## src/rtl/inference_sequencer_pkg.sv

```systemverilog
// Shared definitions for the inference sequencer: default sizing, the
// derived image beat count, sequencer state encodings and the soft-reset
// (prst) encodings driven towards class_top.
package inference_sequencer_pkg;

  localparam int CLAUSEN_D = 140;
  localparam int CLASSN_D  = 10;
  localparam int HEIGHT_D  = 28;
  localparam int WIDTH_D   = 28;
  localparam int BEAT_W_D  = 512;
  localparam int TIMEOUT_D = 4095;

  // Number of image beats needed to carry HEIGHT*WIDTH pixels
  function automatic int beats_of(input int height, input int width, input int beat_w);
    return (height * width + beat_w - 1) / beat_w;
  endfunction

  localparam int BEATS_D = beats_of(HEIGHT_D, WIDTH_D, BEAT_W_D);

  // SRST holds the soft reset for this many cycles
  localparam int SRST_CYCLES = 2;

  // prst = {img_rst, rst}
  localparam logic [1:0] P_RUN  = 2'b00;
  localparam logic [1:0] P_SRST = 2'b01;
  localparam logic [1:0] P_IRST = 2'b10;

  // S_ABRT is the single img_rst cycle issued after a compute timeout
  typedef enum logic [3:0] {
    S_IDLE,
    S_SRST,
    S_LDC,
    S_LDW,
    S_IRST,
    S_STRM,
    S_CMP,
    S_RES,
    S_ABRT
  } seq_state_t;

endpackage

```

## src/rtl/inference_sequencer_if.sv

```systemverilog
// Host/datapath bus of the inference sequencer. The master modport is the
// sequencer side; the slave modport is the host/DMA plus class_top side.
interface inference_sequencer_if
  import inference_sequencer_pkg::*;
#(
  parameter int CA_W = $clog2(CLAUSEN_D),
  parameter int WA_W = $clog2(CLASSN_D),
  parameter int BI_W = $clog2(BEATS_D + 1)
);

  logic [8:0]      cfg_clauses;
  logic [3:0]      cfg_classes;
  logic            start_load;
  logic            start_img;
  logic [CA_W-1:0] clause_addr;
  logic [WA_W-1:0] weight_addr;
  logic            load_strobe;
  logic [1:0]      prst;
  logic [BI_W-1:0] beat_idx;
  logic            dp_tvalid;
  logic            dp_tready;
  logic [4:0]      dp_params;
  logic            res_valid;
  logic            res_ready;
  logic [3:0]      res_class;
  logic            model_ready;
  logic            busy;
  logic            err_timeout;

  modport master (
    input  cfg_clauses, cfg_classes, start_load, start_img,
    input  dp_tready, dp_params, res_ready,
    output clause_addr, weight_addr, load_strobe, prst, beat_idx,
    output dp_tvalid, res_valid, res_class, model_ready, busy, err_timeout
  );

  modport slave (
    output cfg_clauses, cfg_classes, start_load, start_img,
    output dp_tready, dp_params, res_ready,
    input  clause_addr, weight_addr, load_strobe, prst, beat_idx,
    input  dp_tvalid, res_valid, res_class, model_ready, busy, err_timeout
  );

endinterface

```

## src/rtl/inference_sequencer_seq_timer.sv

```systemverilog
// seq_timer: loadable up-counter with a terminal flag. Used for the
// soft-reset hold and for the compute timeout.
module seq_timer #(
  parameter int W = 12
) (
  input  logic         clk,
  input  logic         rst,
  input  logic         load,
  input  logic         en,
  input  logic [W-1:0] term,
  output logic         done
);

  logic [W-1:0] count;

  // Restart from zero on load, otherwise count while enabled
  always_ff @(posedge clk or posedge rst) begin
    if (rst) begin
      count <= '0;
    end else if (load) begin
      count <= '0;
    end else if (en) begin
      count <= count + W'(1);
    end
  end

  assign done = (count == term);

endmodule

```

## src/rtl/inference_sequencer.sv

```systemverilog
// inference_sequencer: control sequencer for the class_top TM datapath.
// Loads the model (clause then weight address sweep), streams one image,
// waits for done and returns the class over a valid/ready port.
// Optional feature macro: CYCLE_COUNT_EN adds res_cycles, the number of
// cycles from stream entry to done capture (saturating).
module inference_sequencer
  import inference_sequencer_pkg::*;
#(
  parameter int CLAUSEN = CLAUSEN_D,
  parameter int CLASSN  = CLASSN_D,
  parameter int HEIGHT  = HEIGHT_D,
  parameter int WIDTH   = WIDTH_D,
  parameter int BEAT_W  = BEAT_W_D,
  parameter int TIMEOUT = TIMEOUT_D
) (
  input  logic                  clk,
  input  logic                  rst,
  inference_sequencer_if.master bus
`ifdef CYCLE_COUNT_EN
  ,
  output logic [15:0]           res_cycles
`endif
);

  localparam int BEATS = beats_of(HEIGHT, WIDTH, BEAT_W);
  localparam int CA_W  = $clog2(CLAUSEN);
  localparam int WA_W  = $clog2(CLASSN);
  localparam int BI_W  = $clog2(BEATS + 1);
  localparam int TW    = $clog2(TIMEOUT + 1);

  seq_state_t      state, state_next;
  logic [CA_W-1:0] clause_addr;
  logic [WA_W-1:0] weight_addr;
  logic [8:0]      n_clauses;
  logic [3:0]      n_classes;
  logic            model_ready;
  logic [BI_W-1:0] beat_idx;
  logic [3:0]      res_class;
  logic            res_valid;
  logic            err_timeout;

  logic            load_strobe;
  logic            dp_tvalid;
  logic [1:0]      prst;
  logic            tmr_load;
  logic            tmr_en;
  logic [TW-1:0]   tmr_term;
  logic            tmr_done;
  logic [8:0]      clauses_clamped;
  logic [3:0]      classes_clamped;
  logic            last_clause;
  logic            last_weight;

  // Zero counts are treated as one so a sweep never wraps the address
  assign clauses_clamped = (bus.cfg_clauses == 9'd0) ? 9'd1 :
                           (bus.cfg_clauses > 9'(CLAUSEN)) ? 9'(CLAUSEN) : bus.cfg_clauses;
  assign classes_clamped = (bus.cfg_classes == 4'd0) ? 4'd1 :
                           (bus.cfg_classes > 4'(CLASSN)) ? 4'(CLASSN) : bus.cfg_classes;

  assign last_clause = (9'(clause_addr) == (n_clauses - 9'd1));
  assign last_weight = (4'(weight_addr) == (n_classes - 4'd1));

  seq_timer #(.W(TW)) u_timer (
    .clk  (clk),
    .rst  (rst),
    .load (tmr_load),
    .en   (tmr_en),
    .term (tmr_term),
    .done (tmr_done)
  );

  assign tmr_en = (state == S_SRST) || (state == S_CMP);

  // State register
  always_ff @(posedge clk or posedge rst) begin
    if (rst) state <= S_IDLE;
    else     state <= state_next;
  end

  // Next-state and state-decoded outputs; the timer restarts on every state change
  always_comb begin
    state_next  = state;
    load_strobe = 1'b0;
    dp_tvalid   = 1'b0;
    prst        = P_RUN;
    tmr_term    = TW'(SRST_CYCLES - 1);
    case (state)
      S_IDLE: begin
        prst = {1'b0, !model_ready};
        if (bus.start_load)                    state_next = S_SRST;
        else if (bus.start_img && model_ready) state_next = S_IRST;
      end
      S_SRST: begin
        prst = P_SRST;
        if (tmr_done) state_next = S_LDC;
      end
      S_LDC: begin
        load_strobe = 1'b1;
        if (last_clause) state_next = S_LDW;
      end
      S_LDW: begin
        load_strobe = 1'b1;
        if (last_weight) state_next = S_IDLE;
      end
      S_IRST: begin
        prst       = P_IRST;
        state_next = S_STRM;
      end
      S_STRM: begin
        dp_tvalid = (beat_idx < BI_W'(BEATS));
        if (beat_idx == BI_W'(BEATS)) state_next = S_CMP;
      end
      S_CMP: begin
        tmr_term = TW'(TIMEOUT - 1);
        if (bus.dp_params[4]) state_next = S_RES;
        else if (tmr_done)    state_next = S_ABRT;
      end
      S_RES: begin
        if (bus.res_ready) state_next = S_IDLE;
      end
      S_ABRT: begin
        prst       = P_IRST;
        state_next = S_IDLE;
      end
      default: state_next = S_IDLE;
    endcase
    tmr_load = (state_next != state);
  end

  // Address sweeps, load/beat bookkeeping and result capture
  always_ff @(posedge clk or posedge rst) begin
    if (rst) begin
      clause_addr <= '1;
      weight_addr <= '1;
      n_clauses   <= 9'd1;
      n_classes   <= 4'd1;
      model_ready <= 1'b0;
      beat_idx    <= '0;
      res_class   <= 4'd0;
      res_valid   <= 1'b0;
      err_timeout <= 1'b0;
    end else begin
      case (state)
        S_IDLE: begin
          if (bus.start_load) begin
            n_clauses   <= clauses_clamped;
            n_classes   <= classes_clamped;
            model_ready <= 1'b0;
          end
        end
        S_SRST: begin
          if (tmr_done) clause_addr <= '0;
        end
        S_LDC: begin
          if (last_clause) begin
            clause_addr <= '1;
            weight_addr <= '0;
          end else begin
            clause_addr <= clause_addr + CA_W'(1);
          end
        end
        S_LDW: begin
          if (last_weight) begin
            weight_addr <= '1;
            model_ready <= 1'b1;
          end else begin
            weight_addr <= weight_addr + WA_W'(1);
          end
        end
        S_IRST: begin
          beat_idx    <= '0;
          res_class   <= 4'd0;
          err_timeout <= 1'b0;
        end
        S_STRM: begin
          if (dp_tvalid && bus.dp_tready) beat_idx <= beat_idx + BI_W'(1);
        end
        S_CMP: begin
          if (bus.dp_params[4]) begin
            res_class <= bus.dp_params[3:0];
            res_valid <= 1'b1;
          end else if (tmr_done) begin
            err_timeout <= 1'b1;
          end
        end
        S_RES: begin
          if (bus.res_ready) res_valid <= 1'b0;
        end
        default: ;
      endcase
    end
  end

`ifdef CYCLE_COUNT_EN
  logic [15:0] cyc_cnt;

  // Saturating stream-to-done cycle counter, latched at done capture
  always_ff @(posedge clk or posedge rst) begin
    if (rst) begin
      cyc_cnt    <= 16'd0;
      res_cycles <= 16'd0;
    end else begin
      if (state == S_IRST) begin
        cyc_cnt <= 16'd0;
      end else if ((state == S_STRM || state == S_CMP) && cyc_cnt != 16'hFFFF) begin
        cyc_cnt <= cyc_cnt + 16'd1;
      end
      if (state == S_CMP && bus.dp_params[4]) res_cycles <= cyc_cnt;
    end
  end
`endif

  assign bus.clause_addr = clause_addr;
  assign bus.weight_addr = weight_addr;
  assign bus.load_strobe = load_strobe;
  assign bus.prst        = prst;
  assign bus.beat_idx    = beat_idx;
  assign bus.dp_tvalid   = dp_tvalid;
  assign bus.res_valid   = res_valid;
  assign bus.res_class   = res_class;
  assign bus.model_ready = model_ready;
  assign bus.busy        = (state != S_IDLE);
  assign bus.err_timeout = err_timeout;

endmodule

```

## src/flat_wrapper.sv

```systemverilog
// flat-port wrapper written by rule: the top's interface ports become plain ports
module inference_sequencer_flat import inference_sequencer_pkg::*;
#(
  parameter int CLAUSEN = CLAUSEN_D,
  parameter int CLASSN  = CLASSN_D,
  parameter int HEIGHT  = HEIGHT_D,
  parameter int WIDTH   = WIDTH_D,
  parameter int BEAT_W  = BEAT_W_D,
  parameter int TIMEOUT = TIMEOUT_D
)
  (clk, rst, bus_cfg_clauses, bus_cfg_classes, bus_start_load, bus_start_img, bus_dp_tready, bus_dp_params, bus_res_ready, bus_clause_addr, bus_weight_addr, bus_load_strobe, bus_prst, bus_beat_idx, bus_dp_tvalid, bus_res_valid, bus_res_class, bus_model_ready, bus_busy, bus_err_timeout);
  inference_sequencer_if bus_i ();
  input  logic clk;
  input  logic rst;
  input wire logic [$bits(bus_i.cfg_clauses)-1:0] bus_cfg_clauses;
  input wire logic [$bits(bus_i.cfg_classes)-1:0] bus_cfg_classes;
  input wire logic [$bits(bus_i.start_load)-1:0] bus_start_load;
  input wire logic [$bits(bus_i.start_img)-1:0] bus_start_img;
  input wire logic [$bits(bus_i.dp_tready)-1:0] bus_dp_tready;
  input wire logic [$bits(bus_i.dp_params)-1:0] bus_dp_params;
  input wire logic [$bits(bus_i.res_ready)-1:0] bus_res_ready;
  output wire logic [$bits(bus_i.clause_addr)-1:0] bus_clause_addr;
  output wire logic [$bits(bus_i.weight_addr)-1:0] bus_weight_addr;
  output wire logic [$bits(bus_i.load_strobe)-1:0] bus_load_strobe;
  output wire logic [$bits(bus_i.prst)-1:0] bus_prst;
  output wire logic [$bits(bus_i.beat_idx)-1:0] bus_beat_idx;
  output wire logic [$bits(bus_i.dp_tvalid)-1:0] bus_dp_tvalid;
  output wire logic [$bits(bus_i.res_valid)-1:0] bus_res_valid;
  output wire logic [$bits(bus_i.res_class)-1:0] bus_res_class;
  output wire logic [$bits(bus_i.model_ready)-1:0] bus_model_ready;
  output wire logic [$bits(bus_i.busy)-1:0] bus_busy;
  output wire logic [$bits(bus_i.err_timeout)-1:0] bus_err_timeout;
  assign bus_i.cfg_clauses = bus_cfg_clauses;
  assign bus_i.cfg_classes = bus_cfg_classes;
  assign bus_i.start_load = bus_start_load;
  assign bus_i.start_img = bus_start_img;
  assign bus_i.dp_tready = bus_dp_tready;
  assign bus_i.dp_params = bus_dp_params;
  assign bus_i.res_ready = bus_res_ready;
  assign bus_clause_addr = bus_i.clause_addr;
  assign bus_weight_addr = bus_i.weight_addr;
  assign bus_load_strobe = bus_i.load_strobe;
  assign bus_prst = bus_i.prst;
  assign bus_beat_idx = bus_i.beat_idx;
  assign bus_dp_tvalid = bus_i.dp_tvalid;
  assign bus_res_valid = bus_i.res_valid;
  assign bus_res_class = bus_i.res_class;
  assign bus_model_ready = bus_i.model_ready;
  assign bus_busy = bus_i.busy;
  assign bus_err_timeout = bus_i.err_timeout;
  inference_sequencer #(.CLAUSEN(CLAUSEN), .CLASSN(CLASSN), .HEIGHT(HEIGHT), .WIDTH(WIDTH), .BEAT_W(BEAT_W), .TIMEOUT(TIMEOUT)) u_core (.clk(clk), .rst(rst), .bus(bus_i));
endmodule
```

## config.mk

```make
export PLATFORM = sky130hd
export DESIGN_NAME = inference_sequencer_flat
export DESIGN_NICKNAME = d
export VERILOG_FILES = /design/src/rtl/inference_sequencer_pkg.sv /design/src/rtl/inference_sequencer_if.sv /design/src/rtl/inference_sequencer_seq_timer.sv /design/src/rtl/inference_sequencer.sv /design/src/flat_wrapper.sv
export SDC_FILE = /design/constraint.sdc
export NUM_CORES = 1
export LEC_CHECK = 0
export ABC_CLOCK_PERIOD_IN_PS = 2300
export BUFFER_PORTS_ARGS = -buffer_cell sky130_fd_sc_hd__buf_2
export CORE_MARGIN = 2
export CORE_UTILIZATION = 30
export CTS_BUF_LIST = sky130_fd_sc_hd__clkbuf_8
export DETAILED_ROUTE_END_ITERATION = 16
export GPL_ROUTABILITY_DRIVEN = 1
export RECOVER_POWER = 25
export SYNTH_ARGS = -nofsm -noshare
export SYNTH_HDL_FRONTEND = slang
export SYNTH_SLANG_ARGS = --single-unit
```

## constraint.sdc

```tcl
create_clock -name clk -period 2.3 [get_ports clk]
set_clock_uncertainty 0.05 [all_clocks]
set_input_delay 0.46 -clock clk [delete_from_list [all_inputs] [get_ports clk]]
set_output_delay 0.46 -clock clk [all_outputs]
set_load 0.02 [all_outputs]
```

### Yosys cells after proc, flatten, opt, wreduce, memory -nomap -nowiden

Cells that the tools add are included.

* register bits: 50
* input port bits: 24
* output and inout port bits: 26
* logic and storage cells: 106

* $add $sub $neg: 6
* $lt $le $gt $ge: 3
* eq/ne operators: 22
* multiplexer cells: 39
* reduce and logical (&&, ||, !) cells: 25

Operators with widths (number)
* 4-bit 2-to-1 mux: 14
* 12-bit 2-to-1 mux: 3
* 4-bit case mux with 8 select lines: 1
* 9-bit 2-to-1 mux: 2
* 4-bit by 3-bit == test with 1-bit output, second input constant: 4
* 8-bit 2-to-1 mux: 2
* 4-bit case mux with 2 select lines: 2
* 8-bit case mux with 2 select lines: 1
* 2-bit nonzero test: 7
* 12-bit by 1-bit adder with 12-bit output, second input constant: 1
* 12-bit == test: 1
* 2-bit by 1-bit inequality test with 1-bit output, second input constant: 5
* 2-bit AND reduction: 5
* 8-bit by 9-bit == test with 1-bit output: 1
* 9-bit by 8-bit greater-than comparator with 1-bit output, second input constant: 1
* 9-bit zero test: 1
* 3-bit AND reduction: 3
* 9-bit by 1-bit subtractor with 9-bit output, second input constant: 1
* 8-bit by 1-bit adder with 8-bit output, second input constant: 1
* 4-bit by 2-bit == test with 1-bit output, second input constant: 2
* 4-bit zero test: 2
* 1-bit 2-to-1 mux: 8
* 2-bit inequality test, second input constant: 4
* 1-bit case mux with 2 select lines: 3
* 18 further kinds: 20

### Depth between registers and ports, before layout

Gate-level depths: netlist (run 1).

* word-level depth: 8
* depth in mapped cells: 9
* gate-level depth less buffers: 8

### Modules after synthesis

A second synthesis (run 1) with hierarchy kept.

* cells, all modules: 361
* area, all modules: 3151.8 µm²

Modules (own cells, without submodules)
* inference_sequencer: times used 1, cells each 284, area each 2418.6 µm², sequential area each 968.4 µm²
* seq_timer: times used 1, cells each 77, area each 733.2 µm², sequential area each 300.3 µm²

### Least setup slack after synthesis (run 1)

Ideal clock, no wire load.

* kind: reg-to-reg
* start point: register u_core.n_classes[0]
* end point: register u_core.u_timer.count[0]
* setup time: 0.128 ns
* arrival: 2.190 ns
* required time: 2.122 ns
* path slack: -0.068 ns
* stages on the path, launching flop included: 10
* buffers on the path: 1
* period minus slack after synthesis: 2.368 ns
* cells stage by stage: dfstp_2 -> inv_1 -> ha_1 -> xor2_1 -> nand2_1 -> o31a_1 -> or3b_4 -> o21ai_2 -> buf_4 -> a211oi_1

* word-level cells in the longest chain between the ends: 6
* elaborated cells on any way between the ends: 7
* classes of those cells: 1 x add/sub; 2 x eq/ne; 3 x mux; 1 x reduce/logical

Ends and longest elaborated chain
* from (decl): line inference_sequencer.sv:35 `logic [3:0] n_classes;`
* from (signal assigned): line inference_sequencer.sv:147 `n_classes <= classes_clamped;`
* 4-bit by 1-bit subtractor with 4-bit output (*): line inference_sequencer.sv:61 `assign last_weight = (4'(weight_addr) == (n_classes - 4'd1));`
* 4-bit == test (*): line inference_sequencer.sv:61
* 4-bit 2-to-1 mux (*): line inference_sequencer.sv:103 `if (last_weight) state_next = S_IDLE;`
* 4-bit case mux with 8 select lines (*): line inference_sequencer.sv:87 `case (state)`
* via u_core.state_next[1]: line inference_sequencer.sv:31 `seq_state_t state, state_next;`
* 4-bit inequality test (*): line inference_sequencer.sv:127 `tmr_load = (state_next != state);`
* 12-bit 2-to-1 mux / 2-bit nonzero test (equally long branches)
* to (signal assigned): line inference_sequencer_seq_timer.sv:23 `count <= count + W'(1);`
* to (decl): line inference_sequencer_seq_timer.sv:14 `logic [W-1:0] count;`

The timed path passes the listed nets; every way through them passes the cells marked *.
A chain may end at the register's enable or synchronous reset.

### Worst setup path in the final report (run 1)

* start point: register u_core.n_classes[0]
* end point: register u_core.u_timer.count[4]

The elaborated chain is that of the path after synthesis.

==> results.sh, run 1 <==
export IMPL_cap_violations=0
export IMPL_synth_nets=359
export IMPL_fin_crit_sh_pct=96.9
export IMPL_grt_antenna_before_repair=0
export IMPL_nFillCells=1019
export IMPL_grt_pass1_vias=2744
export IMPL_path_cells="inv_2 -> ha_4 -> xor2_1 -> nand2_1 -> o31a_1 -> or3b_4 -> o21ai_4 -> buf_12 -> a211oi_1"
export IMPL_worstPathBufferInverterCount=2
export IMPL_maxSlewHeadroom_pct=14.4
export IMPL_cts_sinks=50
export IMPL_reg2reg_setup_slack_ns=0.07
export IMPL_layout_setup_ws_ns=0.0719
export IMPL_crit_slowest_cell="dfstp_2"
export IMPL_p_leak_uw=0.00167
export IMPL_cp_arrival_ns=2.37
export IMPL_ant_nets=0
export IMPL_synth_distinct_cells=62
export IMPL_r2r_end="u_core.u_timer.count[4]"
export IMPL_num_rows=37
export IMPL_hold_path_depth=3
export IMPL_setup_tns_ns=0
export IMPL_core_area_um2=10100
export IMPL_io_buffers=49
export IMPL_drtIter0Drc=64
export IMPL_regArea_um2=1270
export IMPL_layout_drive_gt1_share_pct=33.2
export IMPL_tightest_slew_ns=1.28
export IMPL_power_density_nw_per_um2=1280
export IMPL_cp_max_fo=12
export IMPL_start_util_pct=30.4
export IMPL_dp_cells=528
export IMPL_ys_seq_elements=50
export IMPL_cp_slowest_stage_delay_ns=0.54
export IMPL_cts_buffers_inserted=5
export IMPL_grt_overflow=0
export IMPL_nets=430
export IMPL_postSynthAreaPerCell_um2=9.38
export IMPL_holdBufCountCts=0
export IMPL_ioPinCount=50
export IMPL_syn_inst=329
export IMPL_finish_utilization_pct=38.2
export IMPL_drv_slew=0
export IMPL_hold_class="in -> reg"
export IMPL_drcViolationCount=0
export IMPL_die_h_um=105
export IMPL_cp_end_kind="flop"
export IMPL_dp_hpwl_um=5680
export IMPL_synth_ff_type="dfrtp_1"
export IMPL_via_per_inst=5.12
export IMPL_wl_um=7580
export IMPL_final_cell_mix="48 x buf_2, 33 x dfrtp_1, 28 x nand2_1"
export IMPL_holdWs_ns=0.310
export IMPL_fmax_mhz=449
export IMPL_clock_latency_ns=0.32
export IMPL_yosys_warnings=0
export IMPL_vdd_drop_max_v=0.000577
export IMPL_final_hold_viol_count=0
export IMPL_antenna_cells=0
export IMPL_synth_edf_count=0
export IMPL_netlist_area_um2=3090
export IMPL_wl_per_cell_um=14.1
export IMPL_dp_slack_ns=0.0357
export IMPL_cpLargestDelayFamily="flip-flops"
export IMPL_die_w_um=105
export IMPL_multi_input_area_um2=1760
export IMPL_status="finished clean"
export IMPL_vias=2747
export IMPL_cp_data_required_time_ns=2.44
export IMPL_path_class="reg -> reg"
export IMPL_cts_tree="yes"
export IMPL_cp_start_kind="flop"
export IMPL_min_to="u_core.bus.res_class[3]"
export IMPL_reg2reg_depth=9
export IMPL_final_common_cell="buf_2"
export IMPL_synth_async_reset_ratio_pct=100
export IMPL_grt_pass1_wl_um=13000
export IMPL_firstDrtPassIters=4
export IMPL_yosysSeqAreaShare_pct=41.1
export IMPL_die_area_um2=11100
export IMPL_r2r_start="u_core.n_classes[0]"
export IMPL_grt_use_total_pct=14.1
export IMPL_grt_max_degree=51
export IMPL_path_clk_slew_ns=0.11
export IMPL_cts_buffer_depth=2
export IMPL_cts_max_level=2
export IMPL_min_period_ns=2.23
export IMPL_clockRootBuffer="clkbuf_8"
export IMPL_syn_to_final_growth_pct=25.4
export IMPL_worstHoldStart="bus_dp_params[3]"
export IMPL_globalplace_congestion=0.772
export IMPL_instances_no_fill=537
export IMPL_finalSetupViolCount=0
power breakdown:
group | total (µW) | leakage (µW) | internal, µW | switching (µW)
sequential | 1630 | 0.000617 | 1240 | 390
combinational | 2690 | 0.00100 | 1210 | 1480
clock | 642 | 0.0000504 | 324 | 318
total | 4970 | 0.00167 | 2780 | 2190
per-layer routing:
metal | part of all wire [%] | track usage [%] | vias to the layer above
met5 | 0 | 0 | -
met2 | 48 | 24.4 | 47
li1 | - | - | 1358
met1 | 47 | 18.1 | 1333
met3 | 3.9 | 2.78 | 9
met4 | 1.1 | 3.33 | 0
registers in the layout (all words and copies together) (netlist names):
register,flops
u_core.u_timer.count,12
u_core.n_clauses,9
u_core.bus.clause_addr,8
u_core.bus.res_class,4
u_core.bus.weight_addr,4
u_core.n_classes,4
u_core.state,4
u_core.bus.beat_idx,2
u_core.bus.err_timeout,1
u_core.bus.model_ready,1
u_core.bus.res_valid,1
worst max-delay path by stage:
stage | from | to | slack (ns) | cells after the start
2_1_floorplan | u_core.n_classes[0] | u_core.u_timer.count[0] | 0.01 | 9
3_3_place_gp | u_core.n_classes[0] | u_core.u_timer.count[11] | 0.07 | 9
3_5_place_dp | u_core.n_classes[0] | u_core.u_timer.count[4] | 0.04 | 9
4_1_cts | u_core.state[0] | bus_prst[0] | 0.01 | 4
5_1_grt | u_core.n_classes[0] | u_core.u_timer.count[3] | -0.02 | 9
6_report | u_core.n_classes[0] | u_core.u_timer.count[4] | 0.07 | 9
cell families after synthesis:
family,synth area share (%)
and+or+nand+nor,23.0
AOI/OAI and AO/OA,20.2
DFF,41.1
buffers and inverters,4.46
xor gates and xnor gates,7.09
adders and majority gates,2.43
muxes,1.70
cell type report:
| cell class | instances | share of cell area (%) |
|---|---|---|
| multi-input cells | 248 | 45.5 |
| clock inverters | 3 | 1.16 |
| clock buffers | 5 | 1.78 |
| well taps | 136 | 4.40 |
| repair buffers | 77 | 12.5 |
| flip-flops and latches | 50 | 32.9 |
| inverters | 18 | 1.75 |
stage by stage:
| stage | area (µm²) | power, µW |
|---|---|---|
| floorplan | 3100 | 3370 |
| global placement | 3670 | 4110 |
| finish | 3870 | 4970 |
| CTS | 3780 | 4840 |
| global route | 3870 | 5360 |
| detailed placement | 3670 | 4180 |
synthesized netlist by cell type, types with 8 or more instances:
| library cell | count | area (µm²) |
|---|---|---|
| a211oi_1 | 15 | 113 |
| xnor2_1 | 13 | 114 |
| dfrtp_1 | 36 | 901 |
| nor2_1 | 17 | 63.8 |
| a21oi_1 | 9 | 45.0 |
| inv_1 | 18 | 67.6 |
| o21ai_0 | 25 | 125 |
| xor2_1 | 12 | 105 |
| nand3_1 | 14 | 70.1 |
| nand2_1 | 28 | 105 |
| nand4_1 | 8 | 50.1 |
| dfstp_2 | 14 | 368 |
| and3_1 | 10 | 62.6 |
worst register-to-register path, delay by kind of cell, from the launching register on:
family / cells / cell delay (ns)
compound gates: 3 / 0.47
xor+xnor: 1 / 0.13
fa+ha+maj: 1 / 0.25
buf+inv: 2 / 0.19
flops: 1 / 0.54
simple gates: 2 / 0.48
repair_timing:
item / in CTS / in global routing
setup buffers: 0 / 0
resized for setup: 0 / 26
endpoints found under the setup margin: 0 / 26
Power figures use the tool's default switching activity.
==> inputs of run 2 (changes only) <==
- CORE_ASPECT_RATIO: not set -> 0.5
==> run 2 against run 1 <==
  * Flip-flop and latch count unchanged
  * Wire length decreased by 5.0%
  * Worst hold slack lost 0.00080 ns
  * Largest cell class unchanged
  * Non-clock buffer count down 1
  * Clock-buffer cell count is 3 higher
  * Fmax is 1.8% lower
==> results.sh, run 2 (synthesis results as in run 1) <==
export IMPL_p_clk_share_pct=12.8
export IMPL_drv_slew=0
export IMPL_fin_crit_sh_pct=98.6
export IMPL_clock_latency_ns=0.32
export IMPL_globalplace_congestion=0.836
export IMPL_postPlaceCellArea_um2=3650
export IMPL_cp_start_kind="flop"
export IMPL_core_area_um2=10100
export IMPL_ant_nets=0
export IMPL_cts_tree="yes"
export IMPL_wl_um=7210
export IMPL_io_buffers=49
export IMPL_cap_violations=0
export IMPL_status="finished clean"
export IMPL_path_class="reg -> out"
export IMPL_instances_no_fill=540
export IMPL_num_rows=26
export IMPL_min_period_ns=2.27
export IMPL_cp_arrival_ns=1.76
export IMPL_die_h_um=75.7
export IMPL_tightest_slew_ns=1.25
export IMPL_via_per_inst=4.94
export IMPL_cp_end_kind="output port"
export IMPL_grt_use_total_pct=13.7
export IMPL_layout_drive_gt1_share_pct=29.8
export IMPL_firstDrtPassIters=4
export IMPL_p_comb_share_pct=53.8
export IMPL_antenna_cells=0
export IMPL_reg_top3="u_core.u_timer.count (12), u_core.n_clauses (9), u_core.bus.clause_addr (8)"
export IMPL_p_int_uw=2700
export IMPL_fmax_mhz=441
export IMPL_drcViolationCount=0
export IMPL_switching_share_pct=44.1
export IMPL_final_cell_mix="50 x buf_2, 35 x dfrtp_1, 28 x nand2_1"
export IMPL_dp_cells=531
export IMPL_nets=429
export IMPL_grt_pass1_vias=2448
export IMPL_grt_overflow=0
export IMPL_power_density_nw_per_um2=1280
export IMPL_path_clk_slew_ns=0.10
export IMPL_start_util_pct=30.5
export IMPL_syn_to_final_growth_pct=22.4
export IMPL_hold_class="in -> reg"
export IMPL_drtIter0Drc=158
export IMPL_cp_data_required_time_ns=1.79
export IMPL_p_seq_share_pct=33.4
export IMPL_largest_register_ffs=12
export IMPL_final_common_cell="buf_2"
export IMPL_grt_antenna_before_repair=0
export IMPL_grt_pass1_wl_um=12200
export IMPL_holdBufCountCts=0
export IMPL_cts_max_level=2
export IMPL_final_hold_viol_count=0
export IMPL_clockRootBuffer="clkbuf_8"
export IMPL_finalSetupViolCount=0
export IMPL_cts_buffer_depth=2
export IMPL_cts_sinks=50
export IMPL_cts_setup_buffers=0
export IMPL_die_area_um2=11200
export IMPL_vdd_drop_max_v=0.000387
export IMPL_rsz0062_at_grt="yes"
export IMPL_grt_max_degree=51
export IMPL_p_sw_uw=2130
export IMPL_p_total_uw=4830
export IMPL_p_leak_uw=0.00166
export IMPL_maxSlewHeadroom_pct=17.0
export IMPL_final_area_um2=3780
export IMPL_cts_buffers_inserted=5
export IMPL_dp_hpwl_um=5360
export IMPL_wl_per_cell_um=13.3
export IMPL_ioPinCount=50
export IMPL_top_register="u_core.u_timer.count"
export IMPL_die_w_um=147
export IMPL_vias=2668
export IMPL_cp_max_fo=10
## run 2: cell count changes in the layout (fill, tap and decap cells not counted), sizes merged
cell      delta
buf          -1
bufinv       -1
clkbuf       +3
clkinvlp     -2
## run 2: power by group through the flow
stage                     clock (µW)  combinational (µW)  sequential [µW]
final                            619                2600             1610
after global routing             671                2870             1670
after floorplan                    0                1660             1710
after global placement             0                2520             1620
after detailed placement           0                2540             1630
after CTS                        642                2560             1620
## run 2: critical path, stage by stage, from the launching register on
cell and delay, ns:
dfrtp_2 0.46, buf_4 0.16, inv_1 0.11, a2111oi_0 0.47, buf_2 0.25
## run 2: per-layer routing
metal / track usage, % / part of all wire, % / wire length (µm)
met3: 3.05 / 2.7 / 191
met1: 19.1 / 53 / 3860
met5: 0 / 0 / 0
met2: 21.2 / 42 / 3050
met4: 4.59 / 1.5 / 110
## run 2: what timing repair did
action	4_1_cts	5_1_grt
gates cloned	0	1
resized for setup	1	6
setup endpoints to repair	1	18
pin swaps	0	1
## run 2: path summary, 6_finish.rpt
path                                        startpoint                      end  slack [ns]  depth (start not counted)
worst min-delay path                  bus_dp_params[2]  u_core.bus.res_class[2]        0.31                          3
min in group asynchronous                          rst   u_core.bus.beat_idx[1]        0.49                          3
worst min register to register  u_core.bus.beat_idx[0]   u_core.bus.beat_idx[0]        0.45                          1
worst max-delay path                   u_core.state[0]              bus_prst[0]        0.03                          4
max in group asynchronous                          rst          u_core.state[0]        0.89                          3
worst max register to register     u_core.n_classes[0]  u_core.u_timer.count[8]        0.04                          9
## run 2: area by class of cell
class                           instances  area (µm²)
Clock buffer                            8         110
Fill cell                            1036        6340
Inverter                               18        67.6
Multi-Input combinational cell        248        1700
Sequential cell                        50        1270
Tap cell                              140         175
Timing Repair Buffer                   76         455
## run 2: stage by stage
stage / setup WS [ns] / util (%) / hold slack, ns / TNS (ns)
floorplan: 0.0120 / - / 0.434 / 0
global route: -0.0719 / 37.3 / 0.312 / -0.818
detailed placement: 0.0256 / 36.1 / 0.441 / 0
global placement: 0.0688 / 36.1 / 0.439 / 0
CTS: 0.00850 / 37.2 / 0.269 / 0
finish: 0.0320 / 37.3 / 0.309 / 0
==> inputs of run 3 (changes only) <==
- ABC_CLOCK_PERIOD_IN_PS: 2300 -> 1900
- CORE_ASPECT_RATIO: 0.5 -> 1.2
- clock period: 2.3 -> 1.9 ns (I/O delays scaled with it)
==> run 3 against run 2 <==
  * The flow now finishes with violations (negative setup slack)
  * Die area decreased by 0.41%
  * Wire length increased by 15%
  * Setup slack got worse by 0.43 ns
  * First-iteration DRC count decreased by 19%
  * Core utilization increased by 6.8 points
  * Design area increased by 17%
  * Sequential power increased by 14%
  * Sequential share of layout area decreased by 4.9 points
  * Non-clock buffer count increased by 61
  * Highest routed layer unchanged
==> results.sh, run 3 (synthesis results as in run 1) <==
export IMPL_status="finished with violations"
export IMPL_violations="negative setup slack"
export IMPL_die_w_um=96.6
export IMPL_num_rows=40
export IMPL_r2r_start="u_core.state[1]"
export IMPL_wl_per_cell_um=14.2
export IMPL_p_leak_uw=0.00200
export IMPL_ant_nets=0
export IMPL_drtIter0Drc=128
export IMPL_crit_slowest_cell="dfrtp_1"
export IMPL_cts_buffer_depth=2
export IMPL_path_class="reg -> reg"
export IMPL_postPlaceCellArea_um2=4020
export IMPL_globalplace_congestion=0.814
export IMPL_cts_max_level=2
export IMPL_grt_pass1_wl_um=13400
export IMPL_rsz0062_at_grt="yes"
export IMPL_p_clk_share_pct=10.8
export IMPL_p_total_uw=6940
export IMPL_dp_cells=566
export IMPL_switching_share_pct=42.1
export IMPL_p_int_uw=4020
export IMPL_p_seq_share_pct=26.5
export IMPL_wl_um=8320
export IMPL_cap_violations=0
export IMPL_largest_register_ffs=12
export IMPL_tightest_slew_ns=1.23
export IMPL_cts_sinks=50
export IMPL_ioPinCount=50
export IMPL_min_period_ns=2.30
export IMPL_layout_setup_ws_ns=-0.397
export IMPL_drcViolationCount=0
export IMPL_antenna_cells=0
export IMPL_cp_data_required_time_ns=2.05
export IMPL_grt_pass1_vias=2972
export IMPL_p_sw_uw=2930
export IMPL_maxSlewHeadroom_pct=18.0
export IMPL_fin_crit_sh_pct=121
export IMPL_drv_slew=0
export IMPL_startpoint="u_core.state[1]"
export IMPL_regArea_um2=1270
export IMPL_r2r_end="u_core.u_timer.count[8]"
export IMPL_reg2reg_setup_slack_ns=-0.40
export IMPL_cp_arrival_ns=2.45
export IMPL_nets=490
export IMPL_vdd_drop_max_v=0.000759
export IMPL_cts_buffers_inserted=5
export IMPL_grt_max_degree=51
export IMPL_reg2reg_depth=8
export IMPL_grt_overflow=0
export IMPL_vias=2996
export IMPL_final_cell_mix="82 x buf_4, 45 x buf_2, 35 x dfrtp_1"
export IMPL_path_cells="nor4b_1 -> buf_4 -> nand4_1 -> o21ai_2 -> or3b_4 -> o21ai_4 -> buf_12 -> a211oi_1"
export IMPL_top_register="u_core.u_timer.count"
export IMPL_core_area_um2=10000
export IMPL_cts_tree="yes"
export IMPL_via_per_inst=5.10
export IMPL_instances_no_fill=587
export IMPL_fmax_mhz=435
export IMPL_clock_latency_ns=0.31
export IMPL_start_util_pct=30.8
export IMPL_power_density_nw_per_um2=1570
export IMPL_die_area_um2=11100
export IMPL_finalSetupViolCount=29
export IMPL_clockRootBuffer="clkbuf_8"
export IMPL_cp_end_kind="flop"
export IMPL_p_comb_share_pct=62.7
export IMPL_path_clk_slew_ns=0.10
export IMPL_cp_slowest_stage_delay_ns=0.49
export IMPL_reg_top3="u_core.u_timer.count (12), u_core.n_clauses (9), u_core.bus.clause_addr (8)"
export IMPL_cp_start_kind="flop"
export IMPL_die_h_um=115
export IMPL_io_buffers=49
export IMPL_layout_drive_gt1_share_pct=44.3
export IMPL_nFillCells=992
export IMPL_final_area_um2=4420
export IMPL_dp_slack_ns=-0.429
export IMPL_cp_max_fo=12
export IMPL_min_to="u_core.bus.res_class[0]"
export IMPL_firstDrtPassIters=4
export IMPL_hold_class="in -> reg"
export IMPL_final_hold_viol_count=0
export IMPL_hold_path_depth=3
export IMPL_final_common_cell="buf_4"
export IMPL_grt_use_total_pct=15.2
export IMPL_dp_hpwl_um=6030
export IMPL_worstHoldStart="bus_dp_params[0]"
export IMPL_syn_to_final_growth_pct=43.1
export IMPL_multi_input_area_um2=1850
export IMPL_grt_antenna_before_repair=0
==> run 3: cell count changes in the layout (fill, tap and decap cells not counted), sizes merged <==
| cell | before | now |
|---|---|---|
| clkinv | 0 | 2 |
| inv | 18 | 17 |
| clkbuf | 9 | 6 |
| bufinv | 0 | 1 |
| clkinvlp | 0 | 1 |
| buf | 75 | 136 |
==> run 3: cell type report <==
type                            instances  area share [%]
Clock buffer                            5            1.56
Sequential cell                        50            28.8
Tap cell                              126            3.57
Clock inverter                          3           0.907
Inverter                               18            1.61
Timing Repair Buffer                  137            21.6
Multi-Input combinational cell        248            42.0
==> run 3: critical path: cells and delay by family (launching register included) <==
family                 cells  cell delay, ns
buffers and inverters      2            0.34
flip-flops                 1            0.49
AO/OA/AOI/OAI              3            0.48
AND/OR/NAND/NOR            3            0.83
==> run 3: power groups by stage <==
stage | clock network (µW) | registers [µW] | logic, µW
CTS | 779 | 1830 | 4060
floorplan | 0 | 2070 | 2060
finish | 752 | 1840 | 4350
global placement | 0 | 1820 | 3610
detailed placement | 0 | 1840 | 3690
global route | 820 | 1890 | 4750
==> run 3: metrics by stage <==
stage | utilization, % | hold WS [ns] | TNS, ns
6_report | 44.1 | 0.256 | -7.10
5_1_grt | 44.1 | 0.271 | -10.98
4_1_cts | 42.9 | 0.0608 | -7.18
3_5_place_dp | 40.2 | 0.402 | -8.40
3_3_place_gp | 40.2 | 0.388 | -7.05
2_1_floorplan | - | 0.434 | -5.79
==> run 3: how the worst max path moves through the flow <==
stage | end | slack, ns | cells past startpoint
final | u_core.u_timer.count[8] | -0.40 | 8
after global routing | u_core.u_timer.count[7] | -0.58 | 8
after detailed placement | u_core.u_timer.count[8] | -0.43 | 8
after CTS | u_core.u_timer.count[8] | -0.34 | 9
after floorplan | u_core.u_timer.count[0] | -0.39 | 9
after global placement | u_core.u_timer.count[4] | -0.37 | 8
==> run 3: what timing repair did <==
item                                    4_1_cts  5_1_grt
setup buffers                                 8        5
endpoints found under the setup margin       30       33
resized for setup                            20       25
hold buffers                                  0        0
pin swaps                                     5        5
endpoints found under the hold margin         0        0
==> run 3: metal layers <==
layer  GRT usage, %  vias to the layer above  wire length [µm]
met5              0                        -                 0
met4           4.51                        0               100
met3           2.62                       11               317
met2           27.0                       69              4360
met1           18.5                     1437              3540
li1               -                     1479                 -
